===== config.mk =====
export PLATFORM = sky130hd
export DESIGN_NAME = flit_vc_receiver
export DESIGN_NICKNAME = d
export VERILOG_FILES = /design/src/rtl/flit_vc_receiver_pkg.sv /design/src/rtl/flit_vc_receiver_fifo.sv /design/src/rtl/flit_vc_receiver.sv
export SDC_FILE = /design/constraint.sdc
export NUM_CORES = 1
export LEC_CHECK = 0
export ABC_AREA = 1
export CAP_MARGIN = 10
export CORE_ASPECT_RATIO = 1.1
export CORE_MARGIN = 4
export CORE_UTILIZATION = 60
export CTS_CLUSTER_DIAMETER = 40
export DETAILED_ROUTE_END_ITERATION = 8
export DONT_BUFFER_PORTS = 1
export PLACE_DENSITY_LB_ADDON = 0.25
export SETUP_SLACK_MARGIN = 0.5
export SYNTH_ARGS = -nofsm -noshare
export SYNTH_HDL_FRONTEND = slang
export SYNTH_SLANG_ARGS = --single-unit
export TNS_END_PERCENT = 100

===== constraint.sdc =====
create_clock -name clk -period 21.6 [get_ports clk]
set_input_delay 5.4 -clock clk [delete_from_list [all_inputs] [get_ports clk]]
set_output_delay 5.4 -clock clk [all_outputs]
set_load 0.005 [all_outputs]

===== src/rtl/flit_vc_receiver_pkg.sv =====
// Shared NoC definitions for the flit VC receiver.
// Flit layout: {hdr, tail, vc_onehot[V], payload[Fpay]}.
package flit_vc_receiver_pkg;

  typedef enum logic {
    IDLE   = 1'b0,
    IN_PKT = 1'b1
  } pkt_state_e;

  localparam int PAY_LSB = 0;

  function automatic int clog2(input int n);
    int r;
    r = 0;
    for (int i = 0; i < 31; i++)
      if ((1 << i) < n) r = i + 1;
    return r;
  endfunction

  function automatic int flit_w(input int v, input int fpay);
    return 2 + v + fpay;
  endfunction

  function automatic int hdr_pos(input int v, input int fpay);
    return flit_w(v, fpay) - 1;
  endfunction

  function automatic int tail_pos(input int v, input int fpay);
    return flit_w(v, fpay) - 2;
  endfunction

  function automatic int vc_lsb(input int fpay);
    return fpay;
  endfunction

endpackage


===== src/rtl/flit_vc_receiver_fifo.sv =====
// Per-VC flit buffer with occupancy counter.
// The head flit is captured into rd_data on the pop edge.
module vc_flit_fifo
  import flit_vc_receiver_pkg::*;
#(
  parameter int B = 4,
  parameter int W = 38
) (
  input  logic         clk,
  input  logic         reset,
  input  logic         push,
  input  logic         pop,
  input  logic [W-1:0] wr_data,
  output logic [W-1:0] rd_data,
  output logic         not_empty,
  output logic         full
);

  localparam int AW = clog2(B);
  localparam int CW = AW + 1;

  logic [W-1:0]  mem [B];
  logic [AW-1:0] wr_ptr;
  logic [AW-1:0] rd_ptr;
  logic [CW-1:0] count;

  assign not_empty = (count != '0);
  assign full      = (count == CW'(B));

  always_ff @(posedge clk) begin
    if (push) mem[wr_ptr] <= wr_data;
  end

  // B is a power of two, so pointers wrap naturally.
  always_ff @(posedge clk or posedge reset) begin
    if (reset) begin
      wr_ptr  <= '0;
      rd_ptr  <= '0;
      count   <= '0;
      rd_data <= '0;
    end else begin
      if (push) wr_ptr <= wr_ptr + 1'b1;
      if (pop) begin
        rd_ptr  <= rd_ptr + 1'b1;
        rd_data <= mem[rd_ptr];
      end
      unique case ({push, pop})
        2'b10:   count <= count + 1'b1;
        2'b01:   count <= count - 1'b1;
        default: count <= count;
      endcase
    end
  end

endmodule


===== src/rtl/flit_vc_receiver.sv =====
// Input-port flit receiver: V virtual channels, per-VC packet
// FSM, credit return and sticky error reporting.
module flit_vc_receiver
  import flit_vc_receiver_pkg::*;
#(
  parameter int V    = 4,
  parameter int Fpay = 32,
  parameter int B    = 4
) (
  input  logic                      clk,
  input  logic                      reset,
  input  logic [flit_w(V,Fpay)-1:0] flit_in,
  input  logic                      flit_in_we,
  input  logic [V-1:0]              rd_vc,
  output logic [flit_w(V,Fpay)-1:0] flit_out,
  output logic                      flit_out_valid,
  output logic [V-1:0]              vc_not_empty,
  output logic [V-1:0]              credit_out,
  output logic                      err_onehot,
  output logic                      err_overflow,
  output logic                      err_protocol,
  output logic                      err_underflow
);

  localparam int Fw   = flit_w(V, Fpay);
  localparam int HDR  = hdr_pos(V, Fpay);
  localparam int TAIL = tail_pos(V, Fpay);
  localparam int VCL  = vc_lsb(Fpay);

  logic [V-1:0]  wr_vc;
  logic [V-1:0]  push;
  logic [V-1:0]  pop;
  logic [V-1:0]  full;
  logic [V-1:0]  bad_seq;
  logic [V-1:0]  sel_q;
  logic [Fw-1:0] head [V];
  pkt_state_e    state_q [V];

  logic hdr, tail;
  logic wr_ok, rd_ok;
  logic oh_now, ovf_now, udf_now, proto_now;

  assign wr_vc = flit_in[VCL +: V];
  assign hdr   = flit_in[HDR];
  assign tail  = flit_in[TAIL];
  assign wr_ok = flit_in_we && $onehot(wr_vc);
  assign rd_ok = $onehot(rd_vc);

  // A full VC still accepts a write when it is popped this cycle.
  always_comb begin
    push    = '0;
    pop     = '0;
    bad_seq = '0;
    for (int v = 0; v < V; v++) begin
      pop[v]  = rd_ok && rd_vc[v] && vc_not_empty[v];
      push[v] = wr_ok && wr_vc[v] && (!full[v] || pop[v]);
      bad_seq[v] = (state_q[v] == IDLE) ? !hdr : hdr;
    end
  end

  assign oh_now    = (flit_in_we && !$onehot(wr_vc))
                   || (|rd_vc && !rd_ok);
  assign ovf_now   = wr_ok && |(wr_vc & full & ~pop);
  assign udf_now   = rd_ok && |(rd_vc & ~vc_not_empty);
  assign proto_now = |(push & bad_seq);

  for (genvar g = 0; g < V; g++) begin : g_vc
    vc_flit_fifo #(
      .B (B),
      .W (Fw)
    ) u_fifo (
      .clk       (clk),
      .reset     (reset),
      .push      (push[g]),
      .pop       (pop[g]),
      .wr_data   (flit_in),
      .rd_data   (head[g]),
      .not_empty (vc_not_empty[g]),
      .full      (full[g])
    );
  end

  always_ff @(posedge clk or posedge reset) begin
    if (reset) begin
      sel_q         <= '0;
      err_onehot    <= 1'b0;
      err_overflow  <= 1'b0;
      err_protocol  <= 1'b0;
      err_underflow <= 1'b0;
      for (int v = 0; v < V; v++) state_q[v] <= IDLE;
    end else begin
      sel_q         <= pop;
      err_onehot    <= err_onehot    | oh_now;
      err_overflow  <= err_overflow  | ovf_now;
      err_protocol  <= err_protocol  | proto_now;
      err_underflow <= err_underflow | udf_now;
      // Illegal flits still steer the FSM as if they were legal.
      for (int v = 0; v < V; v++) begin
        if (push[v]) begin
          if (hdr)       state_q[v] <= tail ? IDLE : IN_PKT;
          else if (tail) state_q[v] <= IDLE;
        end
      end
    end
  end

  always_comb begin
    flit_out = '0;
    for (int v = 0; v < V; v++)
      if (sel_q[v]) flit_out = flit_out | head[v];
  end

  assign flit_out_valid = |sel_q;
  assign credit_out     = sel_q;

endmodule

* Word-level counts from Yosys, hierarchy flattened *
Memory sizes are Yosys's and may differ from the RTL's. A register that Yosys moved wholly into a read port is not among the register bits.
Index checks and enable logic that the tools add are counted.

storage, ports and cells
  flip-flop bits (word level) = 40
  bits in writable memories = 608
  input bits = 45
  logic and storage cells = 148
  memories kept = 4

memory list
  memory              depth  width  read ports  clocked after Yosys merged registers in  wr ports  line                         text
  g_vc[0].u_fifo.mem  4      38     1           1                                        1         flit_vc_receiver_fifo.sv:22  logic [W-1:0] mem [B];
  g_vc[1].u_fifo.mem  4      38     1           1                                        1         flit_vc_receiver_fifo.sv:22
  g_vc[2].u_fifo.mem  4      38     1           1                                        1         flit_vc_receiver_fifo.sv:22
  g_vc[3].u_fifo.mem  4      38     1           1                                        1         flit_vc_receiver_fifo.sv:22

operators by class
  add/sub/neg operators = 22
  equal/unequal tests = 14
  muxes and demuxes = 23
  bitwise logic cells = 13
  reductions and logical operators = 51

operators by type and width
  kind                                              count
  2-to-1 mux 38 bit                                 4
  OR 38 bit                                         3
  case mux 3 bit (2 select lines)                   4
  logical AND 1 bit                                 21
  OR reduction 4 bit                                5
  adder 2 x 1 -> 2 bit, second input constant       8
  AND 4 bit                                         4
  2-to-1 mux 1 bit                                  15
  adder 3 x 1 -> 3 bit, second input constant       4
  == test 3 bit, second input constant              4
  nonzero test 3 bit                                4
  subtractor 3 x 1 -> 3 bit, second input constant  4
  nonzero test 2 bit                                5
  adder 1 x 1 -> 2 bit                              4
  == test 2 x 1 -> 1 bit, second input constant     4
  == test 2 bit, second input constant              4
  inverter 4 bit                                    2
  AND reduction 2 bit                               4
  logical NOT 1 bit                                 7
  adder 2 x 2 -> 3 bit                              2
  == test 3 x 1 -> 1 bit, second input constant     2
  logical OR 1 bit                                  5
  OR 1 bit                                          4

* Logic depth before layout (Yosys ltp) *
Gate-level depths: netlist of the first run.

  word-level depth = 10
  depth in mapped cells = 18

* By module *
From an unflattened synthesis of the first run, not the netlist that was laid out.

unflattened totals
  cells, all modules = 3,549
  area, all modules = 34,755.8 um^2

modules (own cells, without submodules)
  module            times used  cells an instance  area an instance (um^2)
  vc_flit_fifo      4           806                8,239.2
  flit_vc_receiver  1           325                1,799.2

* Least setup slack after synthesis of the first run *
No wires, ideal clock.

  path kind = in2reg
  start point = in rd_vc[0]
  end point = mem g_vc[3].u_fifo.mem[0][0] (enable)
  arrival time = 8.666 ns
  required time = 21.167 ns
  slack = 12.501 ns
  stages = 12
  buffers on the path = 0
  cell sequence = inv_1 fa_1 inv_1 ha_1 ha_1 inv_2 nand2_2 nor2_8 nand2_1 nand2_1 nand2_2 nor2_1

on the way
  word-level cells in the longest chain between the ends = 9

ends and longest elaborated chain
  item                                        line                         text
  start, declared                             flit_vc_receiver.sv:14       input logic [V-1:0] rd_vc,
  adder 1 x 1 -> 2 bit (implied by the code)  flit_vc_receiver.sv:47       assign rd_ok = $onehot(rd_vc);
  adder 2 x 2 -> 3 bit (implied by the code)  flit_vc_receiver.sv:47
  == test 3 x 1 -> 1 bit                      flit_vc_receiver.sv:47
  logical AND 1 bit (2 in series)             flit_vc_receiver.sv:55       pop[v] = rd_ok && rd_vc[v] && vc_not_empty[v];
  logical OR 1 bit                            flit_vc_receiver.sv:56       push[v] = wr_ok && wr_vc[v] && (!full[v] || pop[v]);
  logical AND 1 bit                           flit_vc_receiver.sv:56
  2-to-1 mux 1 bit                            flit_vc_receiver_fifo.sv:31  if (push) mem[wr_ptr] <= wr_data;
  2-to-1 mux 1 bit (implied by the code)      flit_vc_receiver_fifo.sv:31
  end, declared                               flit_vc_receiver_fifo.sv:22

No other way between the ends.

* Worst setup path after layout of the first run *
  start point = in rd_vc[0]
  end point = reg g_vc[2].u_fifo.count[2]

on the way
  word-level cells in the longest chain between the ends = 9
  elaborated cells on any way between the ends = 11

ends and longest elaborated chain
  item                                                                   line                         text
  adder 1 x 1 -> 2 bit (implied by the code) (*)                         flit_vc_receiver.sv:47
  adder 2 x 2 -> 3 bit (implied by the code) (*)                         flit_vc_receiver.sv:47
  == test 3 x 1 -> 1 bit (*)                                             flit_vc_receiver.sv:47
  logical AND 1 bit (*) (2 in series)                                    flit_vc_receiver.sv:55
  logical OR 1 bit                                                       flit_vc_receiver.sv:56
  logical AND 1 bit                                                      flit_vc_receiver.sv:56
  == test 2 x 1 -> 1 bit or == test 2 bit (tied branches)                flit_vc_receiver_fifo.sv:47  unique case ({push, pop})
  case mux 3 bit (2 select lines) or nonzero test 2 bit (tied branches)  -
  end signal, assigned                                                   flit_vc_receiver_fifo.sv:48  2'b10: count <= count + 1'b1;
  end signal, assigned                                                   flit_vc_receiver_fifo.sv:49  2'b01: count <= count - 1'b1;
  end signal, assigned                                                   flit_vc_receiver_fifo.sv:50  default: count <= count;
  end, declared                                                          flit_vc_receiver_fifo.sv:25  logic [CW-1:0] count;

Mark *: on every way between the ends. The rest lies on a longest branch, timed or not.
A chain may end at the register's enable or synchronous reset.

==> out/summary.txt, run 1 <==
clock tree buffer depth: 3
root buffer cell: clkbuf_16
area of the multi-input gates: 7260 um2
async set-reset flop share out of synthesis: 24.0%
clk_lat worst skew: 0.63 ns
largest cells by area after synthesis: edfxtp_1 (58%), dfrtp_1 (15%), o21ai_0 (8.2%), nor2_1 (6.8%), inv_1 (2.1%)
leading cell type in the layout, fill and taps excluded: edfxtp_1
register bit total from synthesis: 800
post-route insts no fill: 3379
Reg clk slew, reported paths: 0.06 ns
relative slew slack: 26.2%
Die X-Extent: 227 um
CTS tree: built
Crit. End Element: flop
Detailed Routing Iterations Pass 1: 5
largest net degree at the start of global routing: 128
Nets: 2703
GR Overflow Total: 0
syn_area_per_cell: 12.0 um2
fin crit share: 38.9%
post-synthesis cell type count: 26
initial antenna violation count: 1
Area growth syn-to-layout: 11.4%
ANT cells: 0
GRT Total Usage: 26.5%
Tot Pwr: 4.62 mW
I/O Buffers: 0
Max Cap Viol: 0
setup total negative slack: 0 ns
Slew @ Worst Pin: 1.11 ns
final hold slack: 0.506 ns
H-tree levels: 3
status: finished clean
Final Skew: 0.0188 ns
commonest non-fill, non-tap cells in the layout: edfxtp_1 (608), nor2_1 (561), o21ai_0 (517), dfrtp_1 (184), inv_1 (178)
post-layout instance area: 35300 um2
worst path cell trace: inv_1 > fa_1 > inv_1 > ha_1 > ha_1 > inv_2 > nand2_2 > nor2_8 > nand3_2 > inv_2 > buf_4 > ha_1 > inv_1 > fa_1 > a21oi_1 > o21ai_0 > xor2_1
final wirelength: 74.2 mm
startpoint types: input pin
Synth Net Count: 2723
placed cells: 3209
first-pass GRT wire length: 115 mm
CTS buffer count: 91
hold_buf cts: 0
DR iter-0 viols: 1963
share of the synthesized area in the top cell type: 57.6%
Die Area: 56600 um2
Critical path origin: rd_vc[0]
Fin. Hold Viols: 0
Setup Viol. Count Final: 0
total number of vias: 20000
Req. time, crit path: 22.10 ns
Post-synth EDFFs: 608
core box area: 52400 um2
Seq/Total Area, Yosys: 72.8%
Worst Hold Launch: g_vc[1].u_fifo.count[0]
filler cell count: 3654
DRC Markers: 0
VDD IR max: 0.0829 mV
post-CTS setup buffers: 0
Power Density: 131 nW/um2
cts repair resizes: 0
Synth Instances: 2647
Final HPWL DP: 41.5 mm
Post-Syn Area: 31700 um2
number of routed nets with antenna violations: 0
num rows: 88
fin crit period: 8.41 ns
CP max stage delay: 0.73 ns
vias in the first global route: 20200
routed length per instance: 21.9 um
prevailing post-synth register cell: edfxtp_1
flop-to-flop setup slack: 18.70 ns
P_leak: 12.6 nW
fin. max-slew vios: 0
RePlAce Congestion: 0.828
Initial Util: 60.5%
Slowest cell on crit path: buf_4
CTS sink cnt: 800
CP Max Fanout: 79
min-delay worst type: reg2reg
Die H: 249 um
DR vias/cell: 5.92
leading area contributor after synthesis: edfxtp_1
Worst R2R Start: g_vc[2].u_fifo.count[0]
share of cells above drive strength 1: 8.69%
synth warn: 0
critical path class: in2reg
f_max: 119 MHz
Storage cell area: 23100 um2
io pins: 96
placed instance area: 32200 um2
crit path DAT: 8.92 ns
unrepaired setup endpoints after global routing: no
[cells by family (layout without fill, tap and decap cells)]
group,after synthesis,after routing,synth area share [%]
buf+inv,340,397,4.68
flops,800,800,72.8
compound gates,711,711,11.5
fa+ha+maj,31,31,1.37
simple gates,745,745,9.08
xor+xnor,20,20,0.553
[power by group]
group	total, mW	internal, mW	switching [mW]
registers	1.98	1.86	0.114
logic	1.09	0.326	0.761
clock network	1.55	0.921	0.634
total	4.62	3.11	1.51
[synthesized netlist by cell type, drive strengths merged, types with 6 or more instances]
| cell type | number |
|---|---|
| o22ai | 40 |
| xor2 | 14 |
| inv | 188 |
| o21ai | 586 |
| nor2 | 578 |
| edfxtp | 608 |
| a31oi | 38 |
| a21oi | 47 |
| dfrtp | 192 |
| xnor2 | 6 |
| fa | 6 |
| nand3 | 17 |
| clkbuf | 68 |
| nand2 | 142 |
| buf | 84 |
| ha | 25 |
[metrics by stage]
stage / utilization, % / setup WS (ns)
detailed placement: 61.4 / 12.60
global route: 67.3 / 12.99
global placement: 61.4 / 12.64
CTS: 67.3 / 13.25
finish: 67.3 / 13.19
floorplan: - / 10.97
[worst paths after layout]
check                                             end  cells past startpoint
setup / recovery              g_vc[2].u_fifo.count[2]                     17
hold / removal                g_vc[1].u_fifo.count[0]                      1
setup reg to reg              g_vc[2].u_fifo.count[2]                     11
hold reg to reg               g_vc[1].u_fifo.count[0]                      1
max in group asynchronous    g_vc[2].u_fifo.rd_ptr[0]                      2
min in group asynchronous  g_vc[3].u_fifo.rd_data[29]                      1
[state kept, by name (all words and copies together), names as in the netlist]
name and cells:
credit_out 4, err_overflow 1, err_protocol 1, g_vc.u_fifo.count 12
g_vc.u_fifo.rd_data 152, g_vc.u_fifo.wr_ptr 8, state_q 4, err_underflow 1
g_vc.u_fifo.mem 608, g_vc.u_fifo.rd_ptr 8, err_onehot 1
[per-layer routing]
metal	up-vias	part of all wire [%]	track usage, %
met1	9965	39	34.1
met3	155	6.8	4.37
met2	735	52	45.7
met4	0	2.9	9.56
met5	-	0	0
li1	9151	-	-
[final cells by class]
class,instances,area share [%]
Clock buffer,106,6.82
Timing Repair Buffer,39,0.830
Clock inverter,64,1.98
Inverter,188,2.02
Tap cell,675,2.39
Sequential cell,800,65.4
Multi-Input combinational cell,1507,20.6
[critical path, delay by kind of cell]
family	cells	cell delay, ns
fa+ha+maj	5	1.70
buf+inv	6	1.05
compound gates	2	0.26
xor+xnor	1	0.16
simple gates	3	0.33
No activity file was read; power rests on OpenSTA's default activity.
==> run 2, diff against run 1 <==
==> constraint.sdc (replaced) <==
create_clock -name clk -period 8.55 [get_ports clk]
set_input_delay 2.1375 -clock clk [delete_from_list [all_inputs] [get_ports clk]]
set_output_delay 2.1375 -clock clk [all_outputs]
set_load 0.005 [all_outputs]
==> run 2 against run 1 <==
  * First-iteration DRC count down 12%
  * Final cell count fell by 0.12%
  * Design area decreased by 0.22%
  * Core utilization is 0.15 points lower
  * Critical path depth did not move
  * Sequential power rose to 2.5 times the previous value
  * Highest routed layer unchanged
==> out/summary.txt, run 2 (synthesis gave the netlist of run 1 again) <==
post-CTS setup buffers: 0
CTS sink cnt: 800
Largest regs: g_vc.u_fifo.mem (608), g_vc.u_fifo.rd_data (152), g_vc.u_fifo.count (12)
Tot Pwr: 11.6 mW
Die H: 249 um
number of routed nets with antenna violations: 0
RePlAce Congestion: 0.825
VDD IR max: 0.235 mV
root buffer cell: clkbuf_16
Nets: 2701
CP max stage delay: 0.72 ns
DR iter-0 viols: 1736
CP Buf/Inv Count: 6
DR vias/cell: 5.93
filler cell count: 3671
flop-to-flop setup slack: 5.56 ns
initial antenna violation count: 0
Reg clk slew, reported paths: 0.05 ns
Fin. Hold Viols: 0
Worst R2R Start: g_vc[2].u_fifo.count[0]
Die Area: 56600 um2
FF-to-FF path depth: 11
Final HPWL DP: 41.6 mm
fin crit share: 61.4%
num rows: 88
fin. max-slew vios: 0
Req. time, crit path: 9.02 ns
Detailed Routing Iterations Pass 1: 5
DRC Markers: 0
Slowest cell on crit path: buf_4
Slew @ Worst Pin: 1.15 ns
largest net degree at the start of global routing: 128
min-delay worst type: reg2reg
Power Density: 329 nW/um2
clock tree buffer depth: 3
vias in the first global route: 20300
Worst Slack Setup Final: 3.30 ns
first-pass GRT wire length: 115 mm
setup total negative slack: 0 ns
Worst Hold Launch: g_vc[3].u_fifo.count[0]
ANT cells: 0
Area growth syn-to-layout: 11.1%
final hold slack: 0.505 ns
Crit. End Element: flop
Top delay family on crit path: adder cells
f_max: 191 MHz
P_leak: 12.6 nW
Reg-to-Reg End: g_vc[2].u_fifo.count[2]
commonest non-fill, non-tap cells in the layout: edfxtp_1 (608), nor2_1 (561), o21ai_0 (517), dfrtp_1 (184), inv_1 (178)
cts repair resizes: 0
share of cells above drive strength 1: 8.59%
io pins: 96
Initial Util: 60.5%
startpoint types: input pin
met2 Use GR: 45.4%
relative slew slack: 23.2%
CP Max Fanout: 79
clk_lat worst skew: 0.63 ns
hold_buf cts: 0
worst path cell trace: inv_1 > fa_1 > inv_1 > ha_1 > ha_1 > inv_2 > nand2_2 > nor2_8 > nand3_2 > inv_2 > buf_4 > ha_1 > inv_1 > fa_1 > a21oi_1 > o21ai_0 > xor2_1
GR Util met1: 33.8%
leading cell type in the layout, fill and taps excluded: edfxtp_1
Final Skew: 0.0240 ns
unrepaired setup endpoints after global routing: no
fin crit period: 5.25 ns
Reg with most FFs: g_vc.u_fifo.mem
GR Overflow Total: 0
Setup Viol. Count Final: 0
total number of vias: 20000
I/O Buffers: 0
H-tree levels: 3
critical path class: in2reg
met3 Track Usage GR: 4.16%
GRT Total Usage: 26.4%
hold path depth: 1
Final Util: 67.2%
Max Cap Viol: 0
Die X-Extent: 227 um
crit path DAT: 5.72 ns
CTS tree: built
final wirelength: 74.3 mm
CTS buffer count: 89
max FFs per register: 608
pre-CTS worst setup slack: 2.80 ns
core box area: 52400 um2
GR peak layer: met2
routed length per instance: 22.0 um
Worst Hold End: g_vc[3].u_fifo.count[0]
status: finished clean
[run 2: cell types whose count changed in the layout (fill, tap and decap cells not counted), sizes merged]
cell / delta
bufinv: -1
clkbuf: +7
clkinv: +2
clkinvlp: -11
inv: -1
[run 2: power breakdown]
group	switching (mW)	leakage, nW	internal, mW
clock	1.56	1.49	2.31
sequential	0.289	7.75	4.71
combinational	1.91	3.40	0.825
[run 2: area by class of cell]
class                   instances  area (um2)  share of cell area [%]
flip-flops and latches        800       23100                    65.5
clock inverters                53         564                    1.60
well taps                     675         845                    2.40
repair buffers                 39         293                   0.832
inverters                     188         713                    2.03
multi-input cells            1507        7260                    20.6
clock buffers                 113        2460                    6.99
[run 2: how the worst max path moves through the flow]
stage	endpoint	startpoint	cells past startpoint	slack, ns
5_1_grt	g_vc[2].u_fifo.count[2]	rd_vc[0]	17	3.11
3_3_place_gp	g_vc[2].u_fifo.count[2]	rd_vc[0]	17	2.85
3_5_place_dp	g_vc[2].u_fifo.mem[0][21]	flit_in[32]	11	2.80
4_1_cts	g_vc[2].u_fifo.count[2]	rd_vc[0]	17	3.35
2_1_floorplan	credit_out[0]	reset	1	1.19
6_report	g_vc[2].u_fifo.count[2]	rd_vc[0]	17	3.30
[run 2: per-stage QoR]
stage | cells | cell area (um2)
after detailed placement | 3209 | 32200
after CTS | 3375 | 35200
after global routing | 3375 | 35200
after global placement | 3209 | 32200
after floorplan | 2647 | 31700
final | 3375 | 35200
[run 2: per-layer routing]
metal / up-vias / part of all wire (%)
met5: - / 0
met4: 0 / 3.4
met3: 149 / 6.5
met2: 719 / 52
met1: 10000 / 38
li1: 9122 / -
==> run 3, diff against run 2 <==
==> constraint.sdc (replaced) <==
create_clock -name clk -period 5.2 [get_ports clk]
set_input_delay 1.3 -clock clk [delete_from_list [all_inputs] [get_ports clk]]
set_output_delay 1.3 -clock clk [all_outputs]
set_load 0.005 [all_outputs]
==> run 3 against run 2 <==
  * Critical path depth is 12 lower
  * Final cell count is 0.65% higher
  * Power is 68% higher
  * Global-route usage is 0.31 points higher
  * Flip-flop and latch count stayed put
  * Sequential share of layout area is 0.70 points lower
  * Worst hold slack worse by 0.028 ns
  * Combinational power is 71% higher
  * Register-to-register slack worse by 3.3 ns
  * Clock power is 72% higher
  * Sequential power is 62% higher
  * Core utilization is 0.73 points higher
==> out/summary.txt, run 3 (synthesis gave the netlist of run 1 again) <==
status: finished clean
min-delay worst type: reg2reg
hold path depth: 1
DR vias/cell: 5.90
leading cell type in the layout, fill and taps excluded: edfxtp_1
metal2 WL: 37.6 mm
met3 WL: 6.06 mm
post-layout instance area: 35600 um2
Initial Util: 60.5%
Power Density: 547 nW/um2
Die Area: 56600 um2
Die X-Extent: 227 um
Reg clk slew, reported paths: 0.06 ns
RePlAce Congestion: 0.845
placed instance area: 32300 um2
flop-to-flop setup slack: 2.23 ns
hold_buf cts: 0
CP Max Fanout: 21
total number of vias: 20000
crit path DAT: 2.95 ns
Reg-to-Reg End: g_vc[0].u_fifo.rd_data[2]
max FFs per register: 608
f_max: 235 MHz
Worst Hold Launch: g_vc[0].u_fifo.rd_ptr[1]
Fin. Hold Viols: 0
Req. time, crit path: 3.90 ns
setup total negative slack: 0 ns
fin crit period: 4.25 ns
largest net degree at the start of global routing: 116
P_leak: 12.8 nW
initial antenna violation count: 0
first-pass GRT wire length: 115 mm
Worst Hold End: g_vc[0].u_fifo.rd_ptr[1]
Reg with most FFs: g_vc.u_fifo.mem
vias in the first global route: 19900
share of cells above drive strength 1: 9.11%
wire length on met1: 29.1 mm
number of routed nets with antenna violations: 0
Slew @ Worst Pin: 0.954 ns
FF-to-FF path depth: 7
io pins: 96
post-CTS setup buffers: 0
DR iter-0 viols: 1862
VDD IR max: 0.331 mV
GR Overflow Total: 0
DRC Markers: 0
startpoint types: flop
CTS buffer count: 97
unrepaired setup endpoints after global routing: no
I/O Buffers: 0
Nets: 2714
fin crit share: 81.7%
routed length per instance: 22.1 um
Final Skew: 0.0297 ns
GRT Total Usage: 26.7%
H-tree levels: 3
clk_lat worst skew: 0.65 ns
commonest non-fill, non-tap cells in the layout: edfxtp_1 (608), nor2_1 (561), o21ai_0 (517), dfrtp_1 (184), inv_1 (178)
fin. max-slew vios: 0
Final HPWL DP: 42.3 mm
Worst R2R Start: g_vc[0].u_fifo.rd_ptr[0]
num rows: 88
Crit. End Element: primary output
root buffer cell: clkbuf_16
CTS sink cnt: 800
Largest regs: g_vc.u_fifo.mem (608), g_vc.u_fifo.rd_data (152), g_vc.u_fifo.count (12)
clock tree buffer depth: 3
core box area: 52400 um2
filler cell count: 3577
max layer used: met4
final wirelength: 75.1 mm
Area growth syn-to-layout: 12.3%
ANT cells: 0
critical path class: reg2out
cts repair resizes: 0
Die H: 249 um
Setup Viol. Count Final: 0
Detailed Routing Iterations Pass 1: 6
Max Cap Viol: 0
CTS tree: built
relative slew slack: 36.4%
[run 3: changes by cell type in the layout (fill, tap and decap cells not counted)]
cell / previous run / this run
bufinv_16: 8 / 6
clkbuf_1: 12 / 18
buf_12: 0 / 9
clkbuf_16: 91 / 102
clkbuf_8: 10 / 6
inv_6: 12 / 13
inv_8: 4 / 3
buf_4: 39 / 35
clkinv_4: 7 / 4
clkinvlp_4: 5 / 13
clkinv_8: 0 / 1
[run 3: final cells by class]
class,instances,area (um2),area share (%)
clock inverters,57,556,1.56
repair buffers,44,443,1.24
multi-input cells,1507,7260,20.4
flip-flops and latches,800,23100,64.8
well taps,675,845,2.37
clock buffers,126,2700,7.59
inverters,188,709,1.99
[run 3: worst max-delay path by stage]
stage / startpoint / to / cells after the start
after global routing: credit_out[1] / flit_out[5] / 5
after global placement: flit_in[32] / g_vc[2].u_fifo.mem[1][20] / 11
final: credit_out[1] / flit_out[5] / 5
after detailed placement: flit_in[32] / g_vc[2].u_fifo.mem[1][20] / 11
after floorplan: rd_vc[0] / g_vc[3].u_fifo.mem[0][0] / 12
after CTS: credit_out[1] / flit_out[5] / 5
[run 3: layer usage]
metal	track usage (%)	vias up
met5	0	-
met4	9.68	0
met3	5.03	155
met2	44.1	827
met1	35.8	9892
li1	-	9165
[run 3: worst max-delay path, stage by stage (launching register included)]
cell and delay [ns]:
dfrtp_1 0.46, inv_1 0.71, buf_4 0.47, o22ai_1 0.18, a21oi_1 0.27, o21ai_0 0.19
[run 3: per-stage QoR]
step	cells	power, mW	utilization (%)	worst slack [ns]	hold WS [ns]
floorplan	2647	11.5	-	0.201	0.457
global placement	3214	12.6	61.7	0.768	0.471
finish	3397	19.5	67.9	0.954	0.478
detailed placement	3214	12.9	61.7	0.699	0.467
global route	3397	20.5	67.9	0.859	0.506
CTS	3397	19.5	67.9	0.946	0.479
[run 3: where the power goes]
part           switching [mW]  leakage [nW]  internal, mW  total [mW]
Combinational            3.31          3.45          1.37        4.68
Sequential              0.381          7.75          7.74        8.12
Clock                    2.65          1.57          4.02        6.66
